===== src/rtl/dmem_arb_pkg.sv =====
// Shared types and defaults for the data-memory arbiter.
package dmem_arb_pkg;

    typedef enum logic [0:0] {
        ST_CPU   = 1'b0,
        ST_FORCE = 1'b1
    } state_t;

    typedef enum logic [1:0] {
        GNT_NONE = 2'd0,
        GNT_CPU  = 2'd1,
        GNT_DMA  = 2'd2
    } gnt_t;

    localparam int DEF_DEPTH    = 100;
    localparam int DEF_MAX_WAIT = 4;

    function automatic logic [15:0] sat_inc16(input logic [15:0] v);
        return (v == 16'hFFFF) ? v : v + 16'd1;
    endfunction

endpackage


===== src/rtl/dmem_arbiter_if.sv =====
// CPU, DMA and memory-pin bundle; slave is the arbiter's view, master the environment's.
interface dmem_arbiter_if #(
    parameter int AW = 32,
    parameter int DW = 32
);
    logic          cpu_req;
    logic          cpu_we;
    logic [AW-1:0] cpu_addr;
    logic [DW-1:0] cpu_wdata;
    logic [DW-1:0] cpu_rdata;
    logic          cpu_stall;
    logic          dma_valid;
    logic          dma_we;
    logic [AW-1:0] dma_addr;
    logic [DW-1:0] dma_wdata;
    logic          dma_ready;
    logic          dma_rvalid;
    logic [DW-1:0] dma_rdata;
    logic          addr_err;
    logic [AW-1:0] mem_a;
    logic [DW-1:0] mem_wd;
    logic          mem_we;
    logic [DW-1:0] mem_rd;

    modport slave (
        input  cpu_req, cpu_we, cpu_addr, cpu_wdata,
        output cpu_rdata, cpu_stall,
        input  dma_valid, dma_we, dma_addr, dma_wdata,
        output dma_ready, dma_rvalid, dma_rdata, addr_err,
        output mem_a, mem_wd, mem_we,
        input  mem_rd
    );

    modport master (
        output cpu_req, cpu_we, cpu_addr, cpu_wdata,
        input  cpu_rdata, cpu_stall,
        output dma_valid, dma_we, dma_addr, dma_wdata,
        input  dma_ready, dma_rvalid, dma_rdata, addr_err,
        input  mem_a, mem_wd, mem_we,
        output mem_rd
    );
endinterface


===== src/rtl/dmem_arb_starve.sv =====
// DMA starvation counter; raises force_next on the MAX_WAIT-th consecutive denial.
module dmem_arb_starve #(
    parameter int MAX_WAIT = 4
) (
    input  logic clk,
    input  logic rst,
    input  logic dma_valid,
    input  logic dma_gnt,
    output logic force_next
);
    logic [3:0] wait_cnt_r;
    logic       denied_s;

    // Denial detect and force decision
    always_comb begin
        denied_s   = dma_valid && !dma_gnt;
        force_next = denied_s && (wait_cnt_r == 4'(MAX_WAIT - 1));
    end

    // Consecutive-denial counter, cleared by a grant or an idle DMA port
    always_ff @(posedge clk or posedge rst) begin
        if (rst) begin
            wait_cnt_r <= 4'd0;
        end else if (!denied_s) begin
            wait_cnt_r <= 4'd0;
        end else if (wait_cnt_r != 4'hF) begin
            wait_cnt_r <= wait_cnt_r + 4'd1;
        end
    end
endmodule


===== src/rtl/dmem_arbiter.sv =====
// Single-port data-memory arbiter: CPU priority with forced DMA grant on starvation.
// Optional statistics counters are enabled by defining DMEM_ARB_STATS_EN.
module dmem_arbiter
    import dmem_arb_pkg::*;
#(
    parameter int AW       = 32,
    parameter int DW       = 32,
    parameter int DEPTH    = DEF_DEPTH,
    parameter int MAX_WAIT = DEF_MAX_WAIT
) (
    input  logic           clk,
    input  logic           rst,
    dmem_arbiter_if.slave  bus
`ifdef DMEM_ARB_STATS_EN
    ,
    output logic [15:0]    stall_cnt,
    output logic [15:0]    dma_cnt
`endif
);
    state_t        state_r;
    state_t        state_s;
    gnt_t          gnt_s;
    logic          force_next_s;
    logic          dma_gnt_s;
    logic [AW-1:0] sel_addr_s;
    logic [DW-1:0] sel_wdata_s;
    logic          sel_we_s;
    logic          oor_s;
    logic [DW-1:0] rd_masked_s;
    logic          dma_rvalid_r;
    logic [DW-1:0] dma_rdata_r;
    logic          addr_err_r;

    assign dma_gnt_s = (gnt_s == GNT_DMA);

    dmem_arb_starve #(.MAX_WAIT(MAX_WAIT)) u_starve (
        .clk        (clk),
        .rst        (rst),
        .dma_valid  (bus.dma_valid),
        .dma_gnt    (dma_gnt_s),
        .force_next (force_next_s)
    );

    // Grant selection and next state
    always_comb begin
        gnt_s   = GNT_NONE;
        state_s = ST_CPU;
        case (state_r)
            ST_CPU: begin
                if (bus.cpu_req) begin
                    gnt_s = GNT_CPU;
                end else if (bus.dma_valid) begin
                    gnt_s = GNT_DMA;
                end else begin
                    gnt_s = GNT_NONE;
                end
            end
            ST_FORCE: begin
                // A withdrawn DMA request hands the slot back to the CPU
                if (bus.dma_valid) begin
                    gnt_s = GNT_DMA;
                end else if (bus.cpu_req) begin
                    gnt_s = GNT_CPU;
                end else begin
                    gnt_s = GNT_NONE;
                end
            end
            default: gnt_s = GNT_NONE;
        endcase
        if (force_next_s) begin
            state_s = ST_FORCE;
        end else begin
            state_s = ST_CPU;
        end
    end

    // Memory-pin mux and range check for the granted port
    always_comb begin
        sel_addr_s  = {AW{1'b0}};
        sel_wdata_s = {DW{1'b0}};
        sel_we_s    = 1'b0;
        case (gnt_s)
            GNT_CPU: begin
                sel_addr_s  = bus.cpu_addr;
                sel_wdata_s = bus.cpu_wdata;
                sel_we_s    = bus.cpu_we;
            end
            GNT_DMA: begin
                sel_addr_s  = bus.dma_addr;
                sel_wdata_s = bus.dma_wdata;
                sel_we_s    = bus.dma_we;
            end
            default: begin
                sel_addr_s  = {AW{1'b0}};
                sel_wdata_s = {DW{1'b0}};
                sel_we_s    = 1'b0;
            end
        endcase
        oor_s       = (gnt_s != GNT_NONE) && (sel_addr_s >= AW'(DEPTH));
        rd_masked_s = oor_s ? {DW{1'b0}} : bus.mem_rd;
    end

    assign bus.mem_a      = sel_addr_s;
    assign bus.mem_wd     = sel_wdata_s;
    assign bus.mem_we     = sel_we_s && !oor_s;
    assign bus.cpu_rdata  = (gnt_s == GNT_CPU) ? rd_masked_s : {DW{1'b0}};
    assign bus.cpu_stall  = bus.cpu_req && (gnt_s != GNT_CPU);
    assign bus.dma_ready  = dma_gnt_s;
    assign bus.dma_rvalid = dma_rvalid_r;
    assign bus.dma_rdata  = dma_rdata_r;
    assign bus.addr_err   = addr_err_r;

    // State, registered DMA read return and sticky range error
    always_ff @(posedge clk or posedge rst) begin
        if (rst) begin
            state_r      <= ST_CPU;
            dma_rvalid_r <= 1'b0;
            dma_rdata_r  <= {DW{1'b0}};
            addr_err_r   <= 1'b0;
        end else begin
            state_r <= state_s;
            if (dma_gnt_s && !bus.dma_we) begin
                dma_rvalid_r <= 1'b1;
                dma_rdata_r  <= rd_masked_s;
            end else begin
                dma_rvalid_r <= 1'b0;
            end
            if (oor_s) begin
                addr_err_r <= 1'b1;
            end
        end
    end

`ifdef DMEM_ARB_STATS_EN
    logic [15:0] stall_cnt_r;
    logic [15:0] dma_cnt_r;

    // Saturating stall and DMA-transfer counters
    always_ff @(posedge clk or posedge rst) begin
        if (rst) begin
            stall_cnt_r <= 16'd0;
            dma_cnt_r   <= 16'd0;
        end else begin
            if (bus.cpu_stall) begin
                stall_cnt_r <= sat_inc16(stall_cnt_r);
            end
            if (dma_gnt_s) begin
                dma_cnt_r <= sat_inc16(dma_cnt_r);
            end
        end
    end

    assign stall_cnt = stall_cnt_r;
    assign dma_cnt   = dma_cnt_r;
`endif

endmodule


===== src/flat_wrapper.sv =====
// flat-port wrapper written by rule: the top's interface ports become plain ports
module dmem_arbiter_flat import dmem_arb_pkg::*;
#(
    parameter int AW       = 32,
    parameter int DW       = 32,
    parameter int DEPTH    = DEF_DEPTH,
    parameter int MAX_WAIT = DEF_MAX_WAIT
)
  (clk, rst, bus_cpu_req, bus_cpu_we, bus_cpu_addr, bus_cpu_wdata, bus_cpu_rdata, bus_cpu_stall, bus_dma_valid, bus_dma_we, bus_dma_addr, bus_dma_wdata, bus_dma_ready, bus_dma_rvalid, bus_dma_rdata, bus_addr_err, bus_mem_a, bus_mem_wd, bus_mem_we, bus_mem_rd);
  dmem_arbiter_if #(.AW(AW), .DW(DW)) bus_i ();
  input  logic clk;
  input  logic rst;
  input wire logic [$bits(bus_i.cpu_req)-1:0] bus_cpu_req;
  input wire logic [$bits(bus_i.cpu_we)-1:0] bus_cpu_we;
  input wire logic [$bits(bus_i.cpu_addr)-1:0] bus_cpu_addr;
  input wire logic [$bits(bus_i.cpu_wdata)-1:0] bus_cpu_wdata;
  output wire logic [$bits(bus_i.cpu_rdata)-1:0] bus_cpu_rdata;
  output wire logic [$bits(bus_i.cpu_stall)-1:0] bus_cpu_stall;
  input wire logic [$bits(bus_i.dma_valid)-1:0] bus_dma_valid;
  input wire logic [$bits(bus_i.dma_we)-1:0] bus_dma_we;
  input wire logic [$bits(bus_i.dma_addr)-1:0] bus_dma_addr;
  input wire logic [$bits(bus_i.dma_wdata)-1:0] bus_dma_wdata;
  output wire logic [$bits(bus_i.dma_ready)-1:0] bus_dma_ready;
  output wire logic [$bits(bus_i.dma_rvalid)-1:0] bus_dma_rvalid;
  output wire logic [$bits(bus_i.dma_rdata)-1:0] bus_dma_rdata;
  output wire logic [$bits(bus_i.addr_err)-1:0] bus_addr_err;
  output wire logic [$bits(bus_i.mem_a)-1:0] bus_mem_a;
  output wire logic [$bits(bus_i.mem_wd)-1:0] bus_mem_wd;
  output wire logic [$bits(bus_i.mem_we)-1:0] bus_mem_we;
  input wire logic [$bits(bus_i.mem_rd)-1:0] bus_mem_rd;
  assign bus_i.cpu_req = bus_cpu_req;
  assign bus_i.cpu_we = bus_cpu_we;
  assign bus_i.cpu_addr = bus_cpu_addr;
  assign bus_i.cpu_wdata = bus_cpu_wdata;
  assign bus_cpu_rdata = bus_i.cpu_rdata;
  assign bus_cpu_stall = bus_i.cpu_stall;
  assign bus_i.dma_valid = bus_dma_valid;
  assign bus_i.dma_we = bus_dma_we;
  assign bus_i.dma_addr = bus_dma_addr;
  assign bus_i.dma_wdata = bus_dma_wdata;
  assign bus_dma_ready = bus_i.dma_ready;
  assign bus_dma_rvalid = bus_i.dma_rvalid;
  assign bus_dma_rdata = bus_i.dma_rdata;
  assign bus_addr_err = bus_i.addr_err;
  assign bus_mem_a = bus_i.mem_a;
  assign bus_mem_wd = bus_i.mem_wd;
  assign bus_mem_we = bus_i.mem_we;
  assign bus_i.mem_rd = bus_mem_rd;
  dmem_arbiter #(.AW(AW), .DW(DW), .DEPTH(DEPTH), .MAX_WAIT(MAX_WAIT)) u_core (.clk(clk), .rst(rst), .bus(bus_i));
endmodule

===== config.mk =====
export PLATFORM = sky130hd
export DESIGN_NAME = dmem_arbiter_flat
export DESIGN_NICKNAME = d
export VERILOG_FILES = /design/src/rtl/dmem_arb_pkg.sv /design/src/rtl/dmem_arbiter_if.sv /design/src/rtl/dmem_arb_starve.sv /design/src/rtl/dmem_arbiter.sv /design/src/flat_wrapper.sv
export SDC_FILE = /design/constraint.sdc
export NUM_CORES = 1
export LEC_CHECK = 0
export ABC_AREA = 1
export ABC_CLOCK_PERIOD_IN_PS = 1900
export CORE_MARGIN = 3
export CORE_UTILIZATION = 25
export DETAILED_ROUTE_END_ITERATION = 6
export DONT_BUFFER_PORTS = 1
export PLACE_DENSITY = 0.44
export SLEW_MARGIN = 20
export SYNTH_ARGS = -nofsm -noshare
export SYNTH_HDL_FRONTEND = slang
export SYNTH_SLANG_ARGS = --single-unit

===== constraint.sdc =====
create_clock -name clk -period 1.9 [get_ports clk]
set_input_delay 0.095 -clock clk [delete_from_list [all_inputs] [get_ports clk]]
set_output_delay 0.095 -clock clk [all_outputs]
set_load 0.1 [all_outputs]

==> results.py, run 1 <==
metrics = {
    "setup_path": {
        "timing.critical_path.fanout_max": 8,
        "end_kind": "output port",
        "slowest_stage": "dfrtp_2",
        "critical-path-top-cell-by-count": "buf_12",
        "worstPathArrival_ps": 2430,
        "critPathMaxStageDelay_ps": 460,
        "crit_chain": "inv_4 > nand2_8 > buf_12 > buf_4 > nand3_2 > nand2_4 > inv_2 > nand2_1 > nand3_2 > nand2_2 > nor2_4 > buf_12 > buf_12 > nand3_4 > nor2_4 > buf_12",
        "start_kind": "register",
        "required_ps": 1800,
        "worstSetupPathType": "reg2out",
    },
    "logic_synthesis": {
        "async_flop_share": 1.00,
        "synth_seq_cells": 39,
        "syn_nets": 603,
        "synth-compound-area-share": 0.112,
        "seq_area_frac_synth": 0.315,
        "syn-instance-count": 436,
        "syn_avg_cell_area_um2": 7.11,
        "synth-simple-area-share": 0.460,
        "synthXorXnorAreaFrac": 0.00282,
        "synthMuxAreaShare": 0,
        "yosysWarnings": 0,
        "synth_edf_count": 0,
        "synth_fa_ha_area_frac": 0.00404,
        "ys.flop_type": "dfrtp_1",
        "synth_area_mm2": 0.00310,
        "yosysUniqueCellTypes": 25,
        "yosysTopAreaCell": "dfrtp_1",
        "yosysTopAreaCellShare": 0.315,
        "synth_area_leaders": "dfrtp_1 31%, nand2_1 14%, nand3_1 10%",
        "synth_top_family_by_area": "simple AND/OR/NAND/NOR gates",
    },
    "clock_network": {
        "worstSkewPairLatency_ps": 280,
        "htree_levels": 2,
        "cts_buffer_depth": 2,
        "cts_num_sinks": 39,
        "clockRootBuffer": "clkbuf_16",
        "cts_tree": "done",
        "path_clk_slew_ps": 60,
        "numCtsBuffers": 5,
    },
    "drt": {
        "drt-pass1-iter-count": 4,
        "drc_errors": 0,
        "routed_via_density": 5.09,
        "wl_per_cell_um": 20.7,
        "via_count": 4161,
        "ant_nets": 0,
        "drt_iter0_markers": 204,
        "wirelength_um": 16900,
    },
    "timing": {
        "setup_viol": 66,
        "slew_headroom": 0.596,
        "finClkSkew_ps": 3.57,
        "hold_viol": 0,
        "period_minus_slack_ps": 2530,
        "tightest_slew_ps": 605,
        "fin_setup_tns_ps": -29850,
        "worst_slack_ps": -629,
        "finalMaxSlewViolations": 0,
        "finalCritPeriodShare": 1.33,
        "rsz0062_at_grt": "true",
        "fmax_mhz": 395,
    },
    "final_layout": {
        "nets": 816,
        "design_area_mm2": 0.00747,
        "layout.cells.most_common": "buf_4",
        "layout_common_cells": "111 x buf_4, 81 x nand2_1, 74 x buf_12, 43 x nand3_2, 38 x dfrtp_1",
        "antenna_cells": 0,
        "area_growth_pct": 141,
        "drive_gt1_frac": 0.628,
        "finalNonFillerCells": 818,
        "nFillCells": 976,
    },
    "placed_design": {
        "dp_hpwl_um": 12000,
        "dp_cells": 740,
        "dpl-instance-area_mm2": 0.00601,
        "gp_congestion": 0.840,
        "portBuffers": 0,
        "place_ws_ps": -454,
    },
    "hold_path": {
        "hold_path_class": "in2reg",
    },
    "floorplanning": {
        "coreArea_mm2": 0.0121,
        "num_rows": 40,
        "die_area_mm2": 0.0138,
        "start_util": 0.257,
        "fp.dieH_um": 117,
        "io_pins": 299,
        "die_w_um": 117,
    },
    "global_routing": {
        "grt_overflow_total": 0,
        "grt_pass1_wl_um": 25100,
        "grt_pass1_vias": 4290,
        "grt_use_total": 0.227,
        "antenna_found_initial": 0,
        "grt_max_degree": 40,
    },
    "power_and_ir_drop": {
        "p_per_area_mw_per_mm2": 484,
        "peakVddDrop_v": 0.000298,
        "power.leakage_nw": 3.21,
    },
    "run_status": {
        "violations": "setup timing",
        "status": "finished with violations",
    },
    "job": {
        "maxCapViolCount": 0,
    },
}
-- kinds of logic (layout without fill, tap and decap cells) --
logic type	Yosys count	count (layout)
fa+ha+maj	1	1
simple gates	291	292
buf+inv	60	273
flops	39	39
xor+xnor	1	1
compound gates	44	44
-- final timing paths --
kind                                           from                       endpoint  slack, ps  cells after the start
worst max-delay path                 u_core.state_r              bus_cpu_rdata[29]       -630                     16
worst min register to register  u_core.bus.addr_err            u_core.bus.addr_err        470                      1
max in group asynchronous                       rst                 u_core.state_r       1120                      3
min in group asynchronous                       rst        u_core.bus.dma_rdata[4]        380                      3
worst min-delay path                  bus_dma_valid  u_core.u_starve.wait_cnt_r[0]        120                      4
worst max register to register       u_core.state_r        u_core.bus.dma_rdata[2]       -570                     20
-- state kept, by name (all words and copies together), names as in the netlist --
| name | flops |
|---|---|
| u_core.bus.addr_err | 1 |
| u_core.bus.dma_rdata | 32 |
| u_core.bus.dma_rvalid | 1 |
| u_core.state_r | 1 |
| u_core.u_starve.wait_cnt_r | 4 |
-- repair_timing --
| item | CTS | global route |
|---|---|---|
| pin swaps | 15 | 58 |
| hold endpoints to repair | 71 | 0 |
| endpoints found under the setup margin | 97 | 68 |
| cloned | 6 | 1 |
| buffers inserted | 17 | 17 |
| gates resized for setup | 46 | 63 |
| hold buffers | 33 | 0 |
-- routing by layer --
layer / GRT usage / wire length [um] / vias to the layer above
li1: - / - / 1938
met1: 0.248 / 5650 / 1993
met2: 0.415 / 9290 / 186
met3: 0.0608 / 1240 / 44
met4: 0.0902 / 722 / 0
met5: 0 / 0 / -
-- layout make-up --
class	count	area, um^2	share of cell area
repair buffers	246	3040	0.407
multi-input cells	338	2970	0.398
flip-flops and latches	39	977	0.131
well taps	168	210	0.0281
clock buffers	6	129	0.0173
inverters	19	76.3	0.0102
clock inverters	2	60.1	0.00804
-- stage by stage --
stage / hold WS [ps] / power, mW / util
after floorplan: 246 / 2.02 / -
after global placement: 132 / 2.40 / 0.498
after detailed placement: 139 / 2.41 / 0.498
after CTS: 104 / 3.60 / 0.587
after global routing: 125 / 3.72 / 0.619
final: 125 / 3.61 / 0.619
-- worst max-delay path: cells and delay by family, from the launching register on --
family                 cells  cell delay, ps
AND/OR/NAND/NOR            9             770
flip-flops                 1             460
buffers and inverters      7             920
-- power breakdown --
part           switching (mW)  total, mW  internal, mW
registers             0.00235      0.836         0.834
logic                    1.16       1.70         0.538
clock network           0.325       1.08         0.753
total                    1.49       3.61          2.12
-- synth_stat cells, types with 2 or more instances --
library cell,number
a21oi_1,5
nor2_2,2
buf_1,3
nand3_1,64
nand4_1,37
inv_1,16
nand2_1,114
o21ai_0,4
dfrtp_1,39
a22o_1,34
inv_2,3
buf_2,6
buf_6,8
nand3_2,21
clkbuf_1,14
nand2_4,2
buf_4,10
nor2_1,47
(Power assumes the default switching activity.)
==> run 2, diff against run 1 <==
--- a/config.mk
+++ b/config.mk
@@ -12,6 +12,7 @@
 export DETAILED_ROUTE_END_ITERATION = 6
 export DONT_BUFFER_PORTS = 1
 export PLACE_DENSITY = 0.44
+export RECOVER_POWER = 25
 export SLEW_MARGIN = 20
 export SYNTH_ARGS = -nofsm -noshare
 export SYNTH_HDL_FRONTEND = slang
==> run 2 against run 1 <==
  * The flow still finishes with violations (setup timing)
  * Register-to-register slack is essentially flat
  * Clock power hardly changed
  * Non-clock buffer count unchanged
  * Hold slack lost 1.9 ps
  * Clock skew about the same
  * Global-route usage unchanged
  * Flip-flop and latch count did not move
  * Combinational power barely moved
  * Clock-buffer cell count is the same
==> results.py, run 2 (synthesized netlist as in run 1, its figures left out) <==
metrics = {
    "global_routing": {
        "antenna_found_initial": 0,
        "grt_pass1_wl_um": 25100,
        "grt_max_degree": 40,
        "grt_overflow_total": 0,
        "grt_pass1_vias": 4290,
        "grt_use_total": 0.227,
    },
    "power_and_ir_drop": {
        "power.leakage_nw": 3.20,
        "peakVddDrop_v": 0.000297,
        "p_per_area_mw_per_mm2": 484,
    },
    "timing": {
        "setup_viol": 66,
        "worst_slack_ps": -631,
        "finalCritPeriodShare": 1.33,
        "finClkSkew_ps": 3.35,
        "slew_headroom": 0.322,
        "tightest_slew_ps": 1020,
        "fmax_mhz": 395,
        "hold_viol": 0,
        "finalMaxSlewViolations": 0,
        "period_minus_slack_ps": 2530,
        "rsz0062_at_grt": "true",
    },
    "drt": {
        "wl_per_cell_um": 20.7,
        "via_count": 4145,
        "wirelength_um": 16900,
        "drt_iter0_markers": 240,
        "drt-pass1-iter-count": 4,
        "routed_via_density": 5.07,
        "drc_errors": 0,
        "ant_nets": 0,
    },
    "clock_network": {
        "path_clk_slew_ps": 60,
        "worstSkewPairLatency_ps": 280,
        "numCtsBuffers": 5,
        "htree_levels": 2,
        "cts_buffer_depth": 2,
        "clockRootBuffer": "clkbuf_16",
        "cts_num_sinks": 39,
        "cts_tree": "done",
    },
    "setup_path": {
        "required_ps": 1800,
        "critPathMaxStageDelay_ps": 460,
        "start_kind": "register",
        "worstPathArrival_ps": 2440,
        "crit_family": "buffers and inverters",
        "timing.critical_path.fanout_max": 8,
        "worstSetupPathType": "reg2out",
        "critical-path-top-cell-by-count": "buf_12",
        "crit_chain": "inv_4 > nand2_8 > buf_12 > buf_4 > nand3_2 > nand2_4 > inv_2 > nand2_1 > nand3_2 > nand2_2 > nor2_4 > buf_12 > buf_12 > nand3_4 > nor2_4 > buf_12",
        "slowest_stage": "dfrtp_2",
        "cp_num_buf_inv": 7,
        "end_kind": "output port",
    },
    "placed_design": {
        "portBuffers": 0,
        "dp_hpwl_um": 12000,
        "dp_cells": 740,
        "gp_congestion": 0.840,
    },
    "floorplanning": {
        "coreArea_mm2": 0.0121,
        "die_area_mm2": 0.0138,
        "io_pins": 299,
        "num_rows": 40,
        "start_util": 0.257,
        "die_w_um": 117,
        "fp.dieH_um": 117,
    },
    "final_layout": {
        "ff_latch_area_um2": 977,
        "layout_common_cells": "110 x buf_4, 81 x nand2_1, 74 x buf_12, 43 x nand3_2, 38 x dfrtp_1",
        "nFillCells": 976,
        "drive_gt1_frac": 0.628,
        "nets": 816,
        "antenna_cells": 0,
        "multi_input_area_mm2": 0.00297,
        "postLayoutCoreUtil": 0.619,
        "finalNonFillerCells": 818,
        "area_growth_pct": 141,
        "largest_reg_flops": 32,
        "layout.cells.most_common": "buf_4",
    },
    "run_status": {
        "status": "finished with violations",
        "violations": "setup timing",
    },
    "job": {
        "maxCapViolCount": 0,
    },
    "hold_path": {
        "hold_path_class": "in2reg",
    },
}
## run 2: cell count changes in the layout (fill, tap and decap cells not counted)
cell	before	now
buf_4	111	110
clkbuf_2	0	1
## run 2: timing repair
item                       4_1_cts  5_1_grt
hold endpoints to repair        71        0
gates resized for setup         46       63
gates cloned                     6        1
setup buffers                   17       17
pin swaps                       15       58
hold buffers                    33        0
setup endpoints to repair       97       68
## run 2: layout make-up
type,count,area share
Inverter,19,0.0102
Clock inverter,2,0.00804
Tap cell,168,0.0282
Timing Repair Buffer,246,0.407
Multi-Input combinational cell,338,0.398
Sequential cell,39,0.131
Clock buffer,6,0.0173
## run 2: final timing paths
kind                                          start                      end  slack [ps]  cells past startpoint
worst max-delay path                 u_core.state_r        bus_cpu_rdata[29]        -630                     16
worst min-delay path                     bus_dma_we    u_core.bus.dma_rvalid         120                      2
worst max register to register       u_core.state_r  u_core.bus.dma_rdata[2]        -570                     20
worst min register to register  u_core.bus.addr_err      u_core.bus.addr_err         470                      1
max in group asynchronous                       rst           u_core.state_r         630                      3
min in group asynchronous                       rst  u_core.bus.dma_rdata[4]         580                      3
## run 2: metal layers
metal,share of wire,global-route usage
met1,0.33,0.248
met3,0.075,0.0608
met5,0,0
met2,0.55,0.415
met4,0.044,0.0902
## run 2: per-stage QoR
stage	total power, mW	setup WS [ps]	area [um^2]	setup TNS (ps)	hold WS [ps]
CTS	3.60	-646	7080	-26330	104
global route	3.72	-737	7470	-37510	125
detailed placement	2.41	-454	6010	-21400	139
floorplan	2.02	-412	3930	-15880	246
global placement	2.40	-422	6010	-20160	132
finish	3.61	-631	7470	-29810	123
## run 2: power breakdown
group	leakage, nW	switching (mW)	internal [mW]
logic	2.58	1.16	0.537
clock network	0.0911	0.325	0.753
registers	0.537	0.00234	0.834
total	3.20	1.49	2.12
